### config.mk
export PLATFORM = sky130hd
export DESIGN_NAME = pfb_demux
export DESIGN_NICKNAME = d
export VERILOG_FILES = /design/src/rtl/pfb_demux_pkg.sv /design/src/rtl/pfb_demux_fifo.sv /design/src/rtl/pfb_demux.sv
export SDC_FILE = /design/constraint.sdc
export NUM_CORES = 1
export LEC_CHECK = 0
export CAP_MARGIN = 20
export CORE_ASPECT_RATIO = 1.4
export CORE_MARGIN = 2
export CORE_UTILIZATION = 55
export DETAILED_ROUTE_END_ITERATION = 10
export PLACE_DENSITY = 0.81
export RECOVER_POWER = 25
export SYNTH_ARGS = -nofsm -noshare
export SYNTH_HDL_FRONTEND = slang
export SYNTH_SLANG_ARGS = --single-unit
### constraint.sdc
create_clock -name Clk -period 3.2 [get_ports Clk]
set_input_delay 0.32 -clock Clk [delete_from_list [all_inputs] [get_ports Clk]]
set_output_delay 0.32 -clock Clk [all_outputs]
set_load 0.01 [all_outputs]
### src/rtl/pfb_demux_pkg.sv
// Shared types for the PFB input commutator.
package pfb_demux_pkg;

  // Width of one I or Q component in the sample word.
  localparam int PFB_DATA_WIDTH = 12;

  // One complex sample as stored in the commutator FIFO.
  typedef struct packed {
    logic signed [PFB_DATA_WIDTH-1:0] i;
    logic signed [PFB_DATA_WIDTH-1:0] q;
  } pfb_iq_sample_t;

endpackage

### src/rtl/pfb_demux_fifo.sv
// Synchronous sample FIFO. Full already accounts for a same-cycle pop, so a
// push into a full FIFO that is draining this cycle is accepted.
module pfb_demux_fifo
  import pfb_demux_pkg::*;
#(
  parameter int DEPTH = 16
) (
  input  logic           clk_i,
  input  logic           rst_i,
  input  logic           flush_i,
  input  logic           push_i,
  input  logic           pop_i,
  input  pfb_iq_sample_t data_i,
  output pfb_iq_sample_t data_o,
  output logic           full_o,
  output logic           empty_o
);

  localparam int AW = $clog2(DEPTH);

  pfb_iq_sample_t mem_q [DEPTH];
  logic [AW-1:0]  wr_ptr_q;
  logic [AW-1:0]  rd_ptr_q;
  logic [AW:0]    count_q;
  logic [AW:0]    count_d;
  logic           push_ok;
  logic           pop_ok;

  assign empty_o = (count_q == '0);
  assign full_o  = (count_q == (AW+1)'(DEPTH)) && !pop_i;
  assign push_ok = push_i && !full_o;
  assign pop_ok  = pop_i && !empty_o;
  assign data_o  = mem_q[rd_ptr_q];

  // Occupancy after this cycle's push/pop.
  always_comb begin
    count_d = count_q;
    case ({push_ok, pop_ok})
      2'b10:   count_d = count_q + (AW+1)'(1);
      2'b01:   count_d = count_q - (AW+1)'(1);
      default: count_d = count_q;
    endcase
  end

  // Pointer and occupancy registers; flush empties without touching storage.
  always_ff @(posedge clk_i or posedge rst_i) begin
    if (rst_i) begin
      wr_ptr_q <= '0;
      rd_ptr_q <= '0;
      count_q  <= '0;
    end else if (flush_i) begin
      wr_ptr_q <= '0;
      rd_ptr_q <= '0;
      count_q  <= '0;
    end else begin
      if (push_ok) wr_ptr_q <= wr_ptr_q + AW'(1);
      if (pop_ok)  rd_ptr_q <= rd_ptr_q + AW'(1);
      count_q <= count_d;
    end
  end

  // Sample storage; contents are only ever read behind a valid pointer.
  always_ff @(posedge clk_i) begin
    if (push_ok && !flush_i) mem_q[wr_ptr_q] <= data_i;
  end

endmodule

### src/rtl/pfb_demux.sv
// Input commutator for the analysis PFB: buffers ADC samples, paces them to
// the filter's minimum input interval and tags each with a down-counting
// channel index. An overflow flushes the buffer and restarts channel alignment.
module pfb_demux
  import pfb_demux_pkg::*;
#(
  parameter int NUM_CHANNELS        = 32,
  parameter int CHANNEL_INDEX_WIDTH = $clog2(NUM_CHANNELS),
  parameter int DATA_WIDTH          = PFB_DATA_WIDTH,
  parameter int FIFO_DEPTH          = 16,
  parameter int OUTPUT_SPACING      = 2
) (
  input  logic                           Clk,
  input  logic                           Rst,
  input  logic                           Input_valid,
  input  logic signed [DATA_WIDTH-1:0]   Input_i,
  input  logic signed [DATA_WIDTH-1:0]   Input_q,
  output logic                           Output_valid,
  output logic [CHANNEL_INDEX_WIDTH-1:0] Output_index,
  output logic signed [DATA_WIDTH-1:0]   Output_i,
  output logic signed [DATA_WIDTH-1:0]   Output_q,
  output logic                           Error_overflow
);

  localparam int SPW = (OUTPUT_SPACING > 1) ? $clog2(OUTPUT_SPACING) : 1;
  localparam logic [SPW-1:0] SPACE_RELOAD = SPW'(OUTPUT_SPACING - 1);
  localparam logic [CHANNEL_INDEX_WIDTH-1:0] CHAN_TOP = CHANNEL_INDEX_WIDTH'(NUM_CHANNELS - 1);

  pfb_iq_sample_t push_word;
  pfb_iq_sample_t head_word;
  logic           fifo_full;
  logic           fifo_empty;
  logic           pop;
  logic           overflow;

  logic [CHANNEL_INDEX_WIDTH-1:0] chan_q, chan_d;
  logic [SPW-1:0]                 space_q, space_d;
  logic                           valid_q, valid_d;
  logic [CHANNEL_INDEX_WIDTH-1:0] index_q, index_d;
  logic signed [DATA_WIDTH-1:0]   out_i_q, out_i_d;
  logic signed [DATA_WIDTH-1:0]   out_q_q, out_q_d;
  logic                           ovf_q, ovf_d;

  assign push_word.i = Input_i;
  assign push_word.q = Input_q;
  assign pop         = !fifo_empty && (space_q == '0);
  assign overflow    = Input_valid && fifo_full;

  pfb_demux_fifo #(
    .DEPTH (FIFO_DEPTH)
  ) u_fifo (
    .clk_i   (Clk),
    .rst_i   (Rst),
    .flush_i (overflow),
    .push_i  (Input_valid),
    .pop_i   (pop),
    .data_i  (push_word),
    .data_o  (head_word),
    .full_o  (fifo_full),
    .empty_o (fifo_empty)
  );

  // Pop/pacing/overflow decisions; full already excludes a same-cycle pop.
  always_comb begin
    chan_d  = chan_q;
    space_d = space_q;
    valid_d = 1'b0;
    index_d = index_q;
    out_i_d = out_i_q;
    out_q_d = out_q_q;
    ovf_d   = overflow;
    if (overflow) begin
      chan_d  = CHAN_TOP;
      space_d = '0;
    end else if (pop) begin
      valid_d = 1'b1;
      index_d = chan_q;
      out_i_d = head_word.i;
      out_q_d = head_word.q;
      chan_d  = chan_q - CHANNEL_INDEX_WIDTH'(1);
      space_d = SPACE_RELOAD;
    end else if (space_q != '0) begin
      space_d = space_q - SPW'(1);
    end
  end

  // Counters, output register and overflow pulse.
  always_ff @(posedge Clk or posedge Rst) begin
    if (Rst) begin
      chan_q  <= CHAN_TOP;
      space_q <= '0;
      valid_q <= 1'b0;
      index_q <= '0;
      out_i_q <= '0;
      out_q_q <= '0;
      ovf_q   <= 1'b0;
    end else begin
      chan_q  <= chan_d;
      space_q <= space_d;
      valid_q <= valid_d;
      index_q <= index_d;
      out_i_q <= out_i_d;
      out_q_q <= out_q_d;
      ovf_q   <= ovf_d;
    end
  end

  assign Output_valid   = valid_q;
  assign Output_index   = index_q;
  assign Output_i       = out_i_q;
  assign Output_q       = out_q_q;
  assign Error_overflow = ovf_q;

endmodule
==> impl_metrics.tcl, run 1 <==
set metrics [dict create \
    status "complete, no violations" \
    syn-mean-instance-area_sq_um 21.2 \
    peakVddDrop_mv 0.405 \
    r2r-start "u_fifo.count_q[1]" \
    nets 917 \
    insertion_delay_ns 0.54 \
    post_synth_and_or_nand_nor_area_fraction 0.0278 \
    fp-row-count 75 \
    final_area_sq_mm 0.0192 \
    ios 58 \
    ys_async_sr_fraction 0.113 \
    postCtsSetupBuffers 0 \
    synth_top_family_by_area "multiplexers" \
    numCtsBuffers 39 \
    p_comb_frac 0.294 \
    regArea_sq_mm 0.0128 \
    ctsHoldBuffers 0 \
    synth_cells 795 \
    diodes 0 \
    cts_tree "yes" \
    synth_edf_count 384 \
    crit_path_start "u_fifo.count_q[1]" \
    synth_compound_area_frac 0.0248 \
    ys_seq_area_frac 0.758 \
    synthXorXnorAreaFrac 0.00468 \
    htreeDepth 2 \
    slew_headroom 0.225 \
    multi_input_area_sq_mm 0.00379 \
    r2r_slack_ns 0.51 \
    timing.final.crit_period_ns 2.69 \
    path_max_fanout 60 \
    die_y_um 211 \
    port_buffers 57 \
    drtAntennaViolNets 0 \
    grt_pass1_wl_mm 51.3 \
    final_cell_mix "edfxtp_1 (384), mux4_2 (96), clkdlybuf4s50_1 (43)" \
    rsz0062_at_grt "no" \
    drv_slew 0 \
    p_int_uw 12000 \
    wire_per_inst_um 26.4 \
    cts.path.max_buffers 3 \
    max_freq_mhz 372 \
    drtIter0Drc 755 \
    syn-num-nets 830 \
    clock-sinks 433 \
    drive_gt1_frac 0.258 \
    gr-total-overflow 0 \
    worstHoldStart "Output_index[4]" \
    critPathKind "reg2reg" \
    drc_errors 0 \
    finalCritPeriodShare 0.841 \
    initial_utilization 0.560 \
    syn_to_final_growth_pct 14.1 \
    ys_types 45 \
    grt_pass1_vias 8476 \
    placed_area_sq_mm 0.0180 \
    layout_commonest_cell "edfxtp_1" \
    cap_violations 0 \
    cts_root_buffer "clkbuf_16" \
    drt_pre_antenna_iters 5 \
    swShare 0.291 \
    synth_adder_area_share 0.00595 \
    cts_resized 0 \
    required_ns 3.61 \
    syn_area_sq_mm 0.0168 \
    filler_cell_count 1916 \
    seqPwrFrac 0.445 \
    grt_max_degree 61 \
    switchingPower_uw 4910 \
    vias 8107 \
    yosys_register_bits 433 \
    p_leak_uw 0.00635 \
    clock_skew_ns 0.0288 \
    die_width_um 152 \
    hold_class "reg2reg" \
    clkPwrFrac 0.262 \
    place_hpwl_mm 19.0 \
    pwr_density_cell_mw_per_mm2 879 \
    gp_congestion 0.776 \
    die-area_sq_mm 0.0320 \
    critPathLaunchType "register" \
    tightest_slew_ns 1.16 \
    grt.total_usage 0.216 \
    hold_violations 0 \
    crit_arrival_ns 3.10 \
    muxShareOfSynthArea 0.161 \
    total_power_uw 16900 \
    antenna_found_initial 0 \
    critPathCaptureType "register" \
    clk_pin_slew_worst_paths_ns 0.07 \
    drt-total-wl_mm 34.1 \
    yosys_warnings 0 \
    fin_setup_tns_ns 0 \
    finalHoldWorstSlack_ns 0.485 \
    setup_violations 0 \
    synthFlopType "edfxtp_1" \
    vias_per_cell 6.27 \
    coreArea_sq_mm 0.0300 \
]
through the flow:
step,instances,util,setup WS (ns)
after global placement,1226,0.600,0.647
after detailed placement,1226,0.600,0.566
after floorplan,795,-,0.653
final,1292,0.640,0.510
after CTS,1292,0.640,0.523
after global routing,1292,0.640,0.316
cells by family after synthesis:
kind of cell / Yosys count
DFF: 433
muxes: 147
and+or+nand+nor: 91
buffers and inverters: 58
AOI/OAI and AO/OA: 49
xor gates and xnor gates: 9
adders and majority gates: 8
metal layers:
metal | wire length, um | track usage
met5 | 0 | 0
met2 | 18300 | 0.388
met1 | 12800 | 0.266
met4 | 1200 | 0.0870
met3 | 1770 | 0.0328
registers in the layout (all words and copies together), names as in the netlist:
| name | cells |
|---|---|
| chan_q | 5 |
| u_fifo.wr_ptr_q | 4 |
| u_fifo.count_q | 5 |
| Error_overflow | 1 |
| space_q | 1 |
| Output_i | 12 |
| u_fifo.mem_q | 384 |
| Output_q | 12 |
| Output_index | 5 |
| u_fifo.rd_ptr_q | 4 |
layout make-up:
cell class | instances | share of cell area
multi-input cells | 304 | 0.197
clock buffers | 55 | 0.0577
inverters | 13 | 0.00254
well taps | 385 | 0.0251
repair buffers | 91 | 0.0476
clock inverters | 11 | 0.00482
flip-flops and latches | 433 | 0.665
power by group through the flow:
stage / Sequential [uW] / Clock (uW) / Combinational [uW]
final: 7500 / 4420 / 4950
after global routing: 7570 / 4680 / 5300
after CTS: 7510 / 4480 / 5020
after detailed placement: 7610 / 0 / 4950
after global placement: 7570 / 0 / 4820
after floorplan: 7330 / 0 / 3640
worst max-delay path, cell delays in order (launching register included):
cell and delay (ns):
dfrtp_1 0.48, nor4_4 0.33, a21o_2 0.18, buf_4 0.56
inv_2 0.28, and2_4 0.36, a221o_1 0.35
cell usage after synthesis, types with 2 or more instances:
cell,number,area [sq um]
edfxtp_1,384,11500
mux4_2,96,2160
dfrtp_1,44,1100
mux2_2,26,293
a221o_1,25,250
mux2i_1,25,250
nand2_1,25,93.8
nor3_1,25,125
clkbuf_1,19,71.3
nor2_1,17,63.8
buf_2,11,55.1
inv_1,11,41.3
and2_1,9,56.3
ha_1,8,100
buf_4,6,45.0
buf_6,6,67.6
dfstp_2,5,131
o21ai_0,5,25.0
xnor2_1,5,43.8
a21oi_1,4,20.0
a22o_1,4,35.0
xor2_1,4,35.0
buf_1,3,11.3
inv_2,2,7.51
nor3b_1,2,15.0
nor4_1,2,12.5
nor4b_1,2,17.5
o21a_1,2,15.0
o22ai_1,2,12.5
final timing paths:
path,to,cells past startpoint
max,Output_i[11],6
min,Output_index[4],2
max reg2reg,Output_i[11],6
min reg2reg,Output_index[4],2
max in group asynchronous,Output_i[9],3
min in group asynchronous,Output_index[4],2
No activity file was read; power rests on OpenSTA's default activity.
==> inputs of run 2 (changes only) <==
Clock period 3.2 ns to 2.7 ns, I/O delays scaled along.
==> run 2 against run 1 <==
  * Final area up 1.7%
  * Setup slack worse by 0.34 ns
  * Wire length up 5.8%
  * Flip-flop and latch count unchanged
  * Sequential power up 18%
  * Register-to-register slack worse by 0.34 ns
  * Critical endpoint is now u_fifo.count_q[4]
  * Highest routed layer unchanged
==> impl_metrics.tcl, run 2 (synthesis gave the netlist of run 1 again) <==
set metrics [dict create \
    antenna_found_initial 1 \
    crit_path_top_delay_cell "dfrtp_1" \
    htreeDepth 2 \
    insertion_delay_ns 0.54 \
    max_flop_register "u_fifo.mem_q" \
    largest_reg_flops 384 \
    numCtsBuffers 38 \
    layout_commonest_cell "edfxtp_1" \
    max_freq_mhz 395 \
    status "complete, no violations" \
    drt-total-wl_mm 36.1 \
    busiest_layer "met2" \
    finalCritPeriodShare 0.937 \
    die_width_um 152 \
    finalHoldWorstSlack_ns 0.345 \
    cap_violations 0 \
    cts_tree "yes" \
    tightest_slew_ns 1.01 \
    setup_violations 0 \
    fin_setup_tns_ns 0 \
    crit_arrival_ns 2.94 \
    ios 58 \
    die_y_um 211 \
    path_cells "nor4_4 -> a21o_2 -> nor2_2 -> xor2_1 -> ha_1 -> nor2_1 -> o41ai_2 -> a21oi_2 -> nand2_1 -> a221o_1" \
    die-area_sq_mm 0.0320 \
    drt_pre_antenna_iters 5 \
    vias 8256 \
    cts_root_buffer "clkbuf_16" \
    worstPathBufferInverterCount 0 \
    rsz0062_at_grt "no" \
    place_hpwl_mm 19.3 \
    filler_cell_count 1860 \
    required_ns 3.11 \
    fp-row-count 75 \
    grt.total_usage 0.230 \
    cp_slowest_stage_delay_ns 0.47 \
    drtIter0Drc 945 \
    clock-sinks 433 \
    hold_class "in2async" \
    regArea_sq_mm 0.0128 \
    port_buffers 57 \
    coreArea_sq_mm 0.0300 \
    drive_gt1_frac 0.274 \
    grt_util_met3 0.0384 \
    critPathCaptureType "register" \
    grt_pass1_vias 8775 \
    p_leak_uw 0.00649 \
    hold_violations 0 \
    peakVddDrop_mv 0.543 \
    initial_utilization 0.560 \
    vias_per_cell 6.33 \
    critPathLaunchType "register" \
    grt_max_degree 61 \
    final_cell_mix "edfxtp_1 (384), mux4_2 (96), clkdlybuf4s50_1 (43)" \
    cts.path.max_buffers 3 \
    path_max_fanout 6 \
    gr-total-overflow 0 \
    drv_slew 0 \
    drc_errors 0 \
    clk_pin_slew_worst_paths_ns 0.07 \
    critPathKind "reg2reg" \
    slew_headroom 0.328 \
    critPathTopFamily "compound AO/OA/AOI/OAI gates" \
    gp_congestion 0.809 \
    grt_use_met2 0.395 \
    nets 925 \
    multi_input_area_sq_mm 0.00381 \
    timing.final.crit_period_ns 2.53 \
    wire_per_inst_um 27.6 \
    syn_to_final_growth_pct 16.0 \
    grt_pass1_wl_mm 54.7 \
    drtAntennaViolNets 0 \
    grt_use_met1 0.298 \
    ctsHoldBuffers 0 \
    pwr_density_cell_mw_per_mm2 1070 \
    clock_skew_ns 0.0251 \
]
-- run 2: metrics by stage --
stage | cells | total power, uW | area [sq um] | setup WS [ns] | utilization
final | 1305 | 20900 | 19500 | 0.169 | 0.650
after global routing | 1305 | 21700 | 19500 | 0.0676 | 0.650
after global placement | 1235 | 14900 | 18200 | 0.241 | 0.606
after CTS | 1304 | 21000 | 19500 | 0.0745 | 0.650
after floorplan | 795 | 13000 | 16800 | 0.169 | -
after detailed placement | 1235 | 15100 | 18200 | 0.105 | 0.606
-- run 2: routing by layer --
metal | vias to the layer above | share of wire
met5 | - | 0
met4 | 0 | 0.033
met3 | 84 | 0.065
met2 | 393 | 0.53
met1 | 4307 | 0.37
li1 | 3472 | -
-- run 2: layout make-up --
cell class | count | share of cell area
Antenna cell | 1 | 0.000128
Clock buffer | 45 | 0.0521
Clock inverter | 24 | 0.0159
Inverter | 13 | 0.00250
Multi-Input combinational cell | 304 | 0.195
Sequential cell | 433 | 0.654
Tap cell | 385 | 0.0247
Timing Repair Buffer | 100 | 0.0556
-- run 2: path summary, 6_finish.rpt --
kind	start	endpoint	slack, ns	cells after the start
min in group Clk	Output_index[0]	Output_index[0]	0.48	2
min reg2reg	Output_index[0]	Output_index[0]	0.48	2
max in group asynchronous	Rst	u_fifo.rd_ptr_q[1]	0.83	3
max reg2reg	u_fifo.count_q[0]	u_fifo.count_q[4]	0.17	10
max	u_fifo.count_q[0]	u_fifo.count_q[4]	0.17	10
min	Rst	Error_overflow	0.35	2
-- run 2: worst reg2reg max path: stages (launching register included) --
cell	delay [ns]
dfrtp_1	0.47
nor4_4	0.34
a21o_2	0.19
nor2_2	0.06
xor2_1	0.15
ha_1	0.24
nor2_1	0.23
o41ai_2	0.13
a21oi_2	0.22
nand2_1	0.08
a221o_1	0.32
-- run 2: what timing repair did --
| item | 4_1_cts | 5_1_grt |
|---|---|---|
| buffers inserted | 0 | 0 |
| gates resized for setup | 0 | 5 |
| endpoints found under the setup margin | 0 | 1 |
-- run 2: power breakdown --
group	total [uW]	switching [uW]	internal (uW)
Clock	5790	2390	3390
Combinational	6220	3000	3220
Sequential	8880	705	8180
Total	20900	6100	14800
==> edit 1, RTL diff (settings of run 2) <==
Register the inputs `Input_valid`, `Input_i` and `Input_q` before use. The logic sees them one clock later.
--- a/src/rtl/pfb_demux.sv
+++ b/src/rtl/pfb_demux.sv
@@ -27,4 +27,14 @@
   localparam logic [CHANNEL_INDEX_WIDTH-1:0] CHAN_TOP = CHANNEL_INDEX_WIDTH'(NUM_CHANNELS - 1);
 
+  logic Input_valid_q;
+  logic signed [DATA_WIDTH-1:0] Input_r;
+  logic signed [DATA_WIDTH-1:0] Input_q_q;
+
+  always_ff @(posedge Clk) begin
+    Input_valid_q <= Input_valid;
+    Input_r       <= Input_i;
+    Input_q_q     <= Input_q;
+  end
+
   pfb_iq_sample_t push_word;
   pfb_iq_sample_t head_word;
@@ -42,8 +52,8 @@
   logic                           ovf_q, ovf_d;
 
-  assign push_word.i = Input_i;
-  assign push_word.q = Input_q;
+  assign push_word.i = Input_r;
+  assign push_word.q = Input_q_q;
   assign pop         = !fifo_empty && (space_q == '0);
-  assign overflow    = Input_valid && fifo_full;
+  assign overflow    = Input_valid_q && fifo_full;
 
   pfb_demux_fifo #(
@@ -53,5 +63,5 @@
     .rst_i   (Rst),
     .flush_i (overflow),
-    .push_i  (Input_valid),
+    .push_i  (Input_valid_q),
     .pop_i   (pop),
     .data_i  (push_word),
Behaviour: not the same (a bounded check fails within 4 cycles, from zero or initial values and one cycle with Rst high).
==> edit 1 against run 2 <==
The flow now finishes with violations (max-capacitance violations). Final cell count up 2.3%. Synthesized area up 1.6%. First-iteration DRC count down 14%. Power up 0.36%. Design area up 0.79%. Largest power group unchanged. Sequential share of layout area up 2.0 points. Routed wire length down 2.5%. Worst setup slack worse by 64 ps. Highest routed layer unchanged. Sequential cell count up 25. Clock skew down 16 ps. Non-clock buffer count down 3. Critical endpoint unchanged.
==> edit 1: results (changes against run 2) <==
Run status:
- Outcome: finished, violations left (was complete, no violations).
- The checks that failed: max-capacitance violations.

Place:
- The HPWL after detailed placement was 18900 um (was 19300 um).
- The placer's final routability congestion estimate is 0.739 (was 0.809).

Logic synthesis:
- Commonest cells in the netlist: sky130_fd_sc_hd__edfxtp_1 (384), sky130_fd_sc_hd__mux4_2 (96), sky130_fd_sc_hd__o22ai_1 (49) (was sky130_fd_sc_hd__edfxtp_1 (384), sky130_fd_sc_hd__mux4_2 (96), sky130_fd_sc_hd__dfrtp_1 (44)).
- Main area contributors after synthesis: sky130_fd_sc_hd__edfxtp_1 (67%), sky130_fd_sc_hd__mux4_2 (13%), sky130_fd_sc_hd__dfrtp_1 (6.4%), sky130_fd_sc_hd__dfxtp_1 (2.9%), sky130_fd_sc_hd__o22ai_1 (1.8%) (was sky130_fd_sc_hd__edfxtp_1 (69%), sky130_fd_sc_hd__mux4_2 (13%), sky130_fd_sc_hd__dfrtp_1 (6.5%), sky130_fd_sc_hd__mux2_2 (1.7%), sky130_fd_sc_hd__a221o_1 (1.5%)).
- The fraction of synthesis flops using an asynchronous set or reset pin is 0.107 (was 0.113).
- The count of different cell masters after synthesis is 44 (was 45).
- The post-synthesis net count is 853 (was 830).
- The sequential cell area fraction in the yosys report is 0.775 (was 0.758).

Power:
- The reported sequential group power is 9350 uW (was 8880 uW).
- The leakage power of the design is 0.00650 uW (was 0.00649 uW).
- The power attributed to the clock group came to 5730 uW (was 5790 uW).
- The power spent charging and discharging nets is 6050 uW (was 6100 uW).
- The worst ir drop on vdd is 0.829 mV (was 0.543 mV).

Critical path:
- The cell with the biggest individual delay on the critical path is sky130_fd_sc_hd__dfrtp_2 (was sky130_fd_sc_hd__dfrtp_1).
- The arrival time at the worst endpoint is 3060 ps (was 2940 ps).

Global route:
- The global-route wire length before repair is 52600 um (was 54700 um).
- The initial antenna violation count was 0 (was 1).
- The pin count of the biggest net entering global routing came to 65 (was 61).
- The global-route usage over all layers came to 0.219 (was 0.230).
- The global-route track usage on met3 is 0.0317 (was 0.0384).
- The via count of the first global-routing pass is 8760 (was 8775).
- The met2 routing resource usage after global routing came to 0.388 (was 0.395).
- The global routing usage on met1 came to 0.278 (was 0.298).

CTS:
- The number of clock buffers inserted by TritonCTS is 41 (was 38).

STA:
- The actual transition at the worst max-transition pin came to 1490 ps (was 1010 ps).
- The worst-case clock skew came to 8.66 ps (was 25.1 ps).

Flow run:
- The number of violations of the max-capacitance limit came to 1 (was 0).

Drt:
- The final wirelength was 35100 um (was 36100 um).
- The number of design-rule violations left by the first detailed-router iteration is 817 (was 945).
- The number of vias after detailed routing is 8368 (was 8256).

Cells and area:
- The fraction of final layout cells with drive strength greater than 1 is 0.253 (was 0.274).
- The antenna cell count is 0 (was 1).
- The number of nets in the layout is 950 (was 925).
- The filler cell count is 1920 (was 1860).
edit 1: cell type report:
class                      count  area (um^2)  share of cell area
timing repair buffer          97          951              0.0483
inverter                       9         33.8             0.00172
clock inverter                14          148             0.00750
clock buffer                  59         1170              0.0596
multi-input combinational    308         3620               0.184
tap                          390          488              0.0248
sequential                   458        13300               0.674
edit 1: metrics by stage:
| stage | instances | power, uW | util | cell area (um^2) | setup WS (ps) |
|---|---|---|---|---|---|
| detailed placement | 1260 | 15300 | 0.597 | 18300 | 29.0 |
| finish | 1335 | 21000 | 0.641 | 19700 | 106 |
| global placement | 1260 | 15100 | 0.597 | 18300 | 167 |
| CTS | 1333 | 21100 | 0.640 | 19700 | 17.7 |
| global route | 1335 | 21800 | 0.641 | 19700 | -8.86 |
| floorplan | 818 | 13300 | - | 17100 | 173 |
edit 1: final timing paths:
path,cells after the start,end,slack [ps],from
min reg2reg,2,Output_index[3],480,Output_index[3]
min,2,Output_q[7],240,Rst
max,10,u_fifo.count_q[4],110,u_fifo.count_q[0]
min in group Clk,1,Input_r[6],280,Input_i[6]
max in group asynchronous,3,u_fifo.rd_ptr_q[3],490,Rst
max reg2reg,10,u_fifo.count_q[4],110,u_fifo.count_q[0]
edit 1: routing by layer:
metal | part of all wire | vias to the layer above
li1 | - | 3546
met1 | 0.37 | 4389
met4 | 0.030 | 0
met5 | 0 | -
met2 | 0.54 | 357
met3 | 0.061 | 76
edit 1: kinds of logic (layout without fill, tap and decap cells):
kind of cell | after synthesis | in the layout | synth area share
and+or+nand+nor | 73 | 73 | 0.0214
xor gates and xnor gates | 9 | 9 | 0.00461
adders and majority gates | 8 | 8 | 0.00585
buffers and inverters | 52 | 179 | 0.0139
muxes | 123 | 123 | 0.144
DFF | 458 | 458 | 0.775
AOI/OAI and AO/OA | 95 | 95 | 0.0347
==> edit 2, RTL diff (config.mk and constraints of run 2) <==
Made on the original files. Set the parameter `OUTPUT_SPACING` to 8 (it was 2).
--- a/src/rtl/pfb_demux.sv
+++ b/src/rtl/pfb_demux.sv
@@ -9,5 +9,5 @@
   parameter int DATA_WIDTH          = PFB_DATA_WIDTH,
   parameter int FIFO_DEPTH          = 16,
-  parameter int OUTPUT_SPACING      = 2
+  parameter int OUTPUT_SPACING      = 8
 ) (
   input  logic                           Clk,
Function: changed (a bounded check fails within 10 cycles, from zero or initial values and one cycle with Rst high).
==> edit 2 against run 2 <==
Sequential cell count is 3 higher. Non-clock buffer count is 2 higher. Design area shrank 0.34%. Power decreased by 5.5%. Clock power decreased by 5.5%. Worst setup slack gained 31 ps. Routed wire length grew 0.74%. Count of clock-buffer cells in the layout increased by 8. Synthesized area hardly changed. Critical path depth increased by 1. Critical endpoint unchanged. Largest cell class unchanged. Largest power group unchanged. Highest routed layer is now met5.
==> edit 2: results (changes against run 2) <==
Logic synthesis:
- The average instance area after synthesis is 20.7 um^2 (was 21.2 um^2).
- The sequential cell area fraction in the yosys report is 0.762 (was 0.758).
- The fraction of synthesis flops using an asynchronous set or reset pin is 0.119 (was 0.113).
- Main area contributors after synthesis: sky130_fd_sc_hd__edfxtp_1 (68%), sky130_fd_sc_hd__mux4_2 (13%), sky130_fd_sc_hd__dfrtp_1 (7.0%), sky130_fd_sc_hd__o22ai_1 (1.8%), sky130_fd_sc_hd__mux2_2 (1.7%) (was sky130_fd_sc_hd__edfxtp_1 (69%), sky130_fd_sc_hd__mux4_2 (13%), sky130_fd_sc_hd__dfrtp_1 (6.5%), sky130_fd_sc_hd__mux2_2 (1.7%), sky130_fd_sc_hd__a221o_1 (1.5%)).

Global route:
- The global-route wire length before repair is 54700 um (about the same).
- The via count of the first global-routing pass came to 8855 (was 8775).
- The global-route usage over all layers is 0.230 (about the same).
- The global-route track usage on met3 is 0.0390 (was 0.0384).
- The initial antenna violation count is 2 (was 1).

Cells and area:
- The fraction of final layout cells with drive strength greater than 1 is 0.259 (was 0.274).
- The finished layout cell area is 19500 um^2 (about the same).
- The final cell count without fillers is 1324 (was 1305).
- The filler cell count is 1907 (was 1860).

Critical path:
- The cell with the biggest individual delay on the critical path is sky130_fd_sc_hd__or4_4 (was sky130_fd_sc_hd__dfrtp_1).
- The largest driver fanout on the critical path was 5 (was 6).
- The reg2reg setup slack is 200 ps (was 170 ps).
- The startpoint of the lowest-slack register-to-register path is u_fifo.count_q[1] (was u_fifo.count_q[0]).

Drt:
- The highest metal layer with signal wires is met5 (was met4).
- The wire length on met1 is 13700 um (was 13500 um).
- The sum of met2 wire segment lengths after detailed routing was 18900 um (was 19000 um).
- The iteration count of the initial detailed-routing pass was 4 (was 5).
- The number of vias after detailed routing is 8497 (was 8256).
- The final wirelength is 36300 um (was 36100 um).

STA:
- The worst-case clock skew was 18.8 ps (was 25.1 ps).
- The actual transition at the worst max-transition pin is 1210 ps (was 1010 ps).

Place:
- The placement-stage cell area is 18200 um^2 (about the same).

Power:
- The leakage power of the design is 0.00643 uW (was 0.00649 uW).
- The power per standard cell area is 1010 nW/um^2 (was 1070 nW/um^2).
- The reported sequential group power is 8760 uW (was 8880 uW).

Run status:
- Outcome: complete, no violations (unchanged).
-- edit 2: cell count changes after synthesis, sizes merged, moves of 5 or more --
cell	run 2	this run
a221o	25	0
mux2i	25	0
nor3	25	5
nand3	0	5
and2	10	4
a21oi	4	28
nor2	18	8
and3	1	8
o22ai	2	48
-- edit 2: final cells by class --
class                      count  share of cell area
antenna                        2            0.000257
clock buffer                  53              0.0554
clock inverter                14             0.00881
inverter                      15             0.00315
multi-input combinational    317               0.194
sequential                   436               0.660
tap                          385              0.0247
timing repair buffer         102              0.0537
-- edit 2: cells by family (layout without fill, tap and decap cells) --
kind of cell               after synthesis  in the layout  share of synthesized area
and+or+nand+nor                         75             75                     0.0236
adders and majority gates               12             12                    0.00936
buffers and inverters                   60            184                     0.0172
DFF                                    436            436                      0.762
other                                    0              2                          0
AOI/OAI and AO/OA                      101            101                     0.0374
xor gates and xnor gates                 8              8                    0.00527
muxes                                  121            121                      0.145
-- edit 2: critical path, delay by kind of cell, from the launching register on --
kind | cells | cell delay, ps
simple gates | 5 | 1010
compound gates | 3 | 620
flops | 1 | 420
fa+ha+maj | 1 | 210
buf+inv | 2 | 100
-- edit 2: what timing repair did --
| action | in CTS | in global routing |
|---|---|---|
| resized for setup | 0 | 1 |
| endpoints found under the setup margin | 0 | 1 |
| buffers inserted | 0 | 0 |
-- edit 2: worst max path at each step --
stage / startpoint / end / slack [ps]
6_report: u_fifo.count_q[1] / u_fifo.count_q[4] / 200
2_1_floorplan: u_fifo.count_q[3] / u_fifo.count_q[4] / -5
5_1_grt: u_fifo.count_q[1] / u_fifo.count_q[4] / 20
4_1_cts: u_fifo.count_q[1] / u_fifo.count_q[4] / 190
3_5_place_dp: u_fifo.count_q[3] / u_fifo.count_q[4] / 220
3_3_place_gp: u_fifo.count_q[1] / u_fifo.count_q[4] / 230
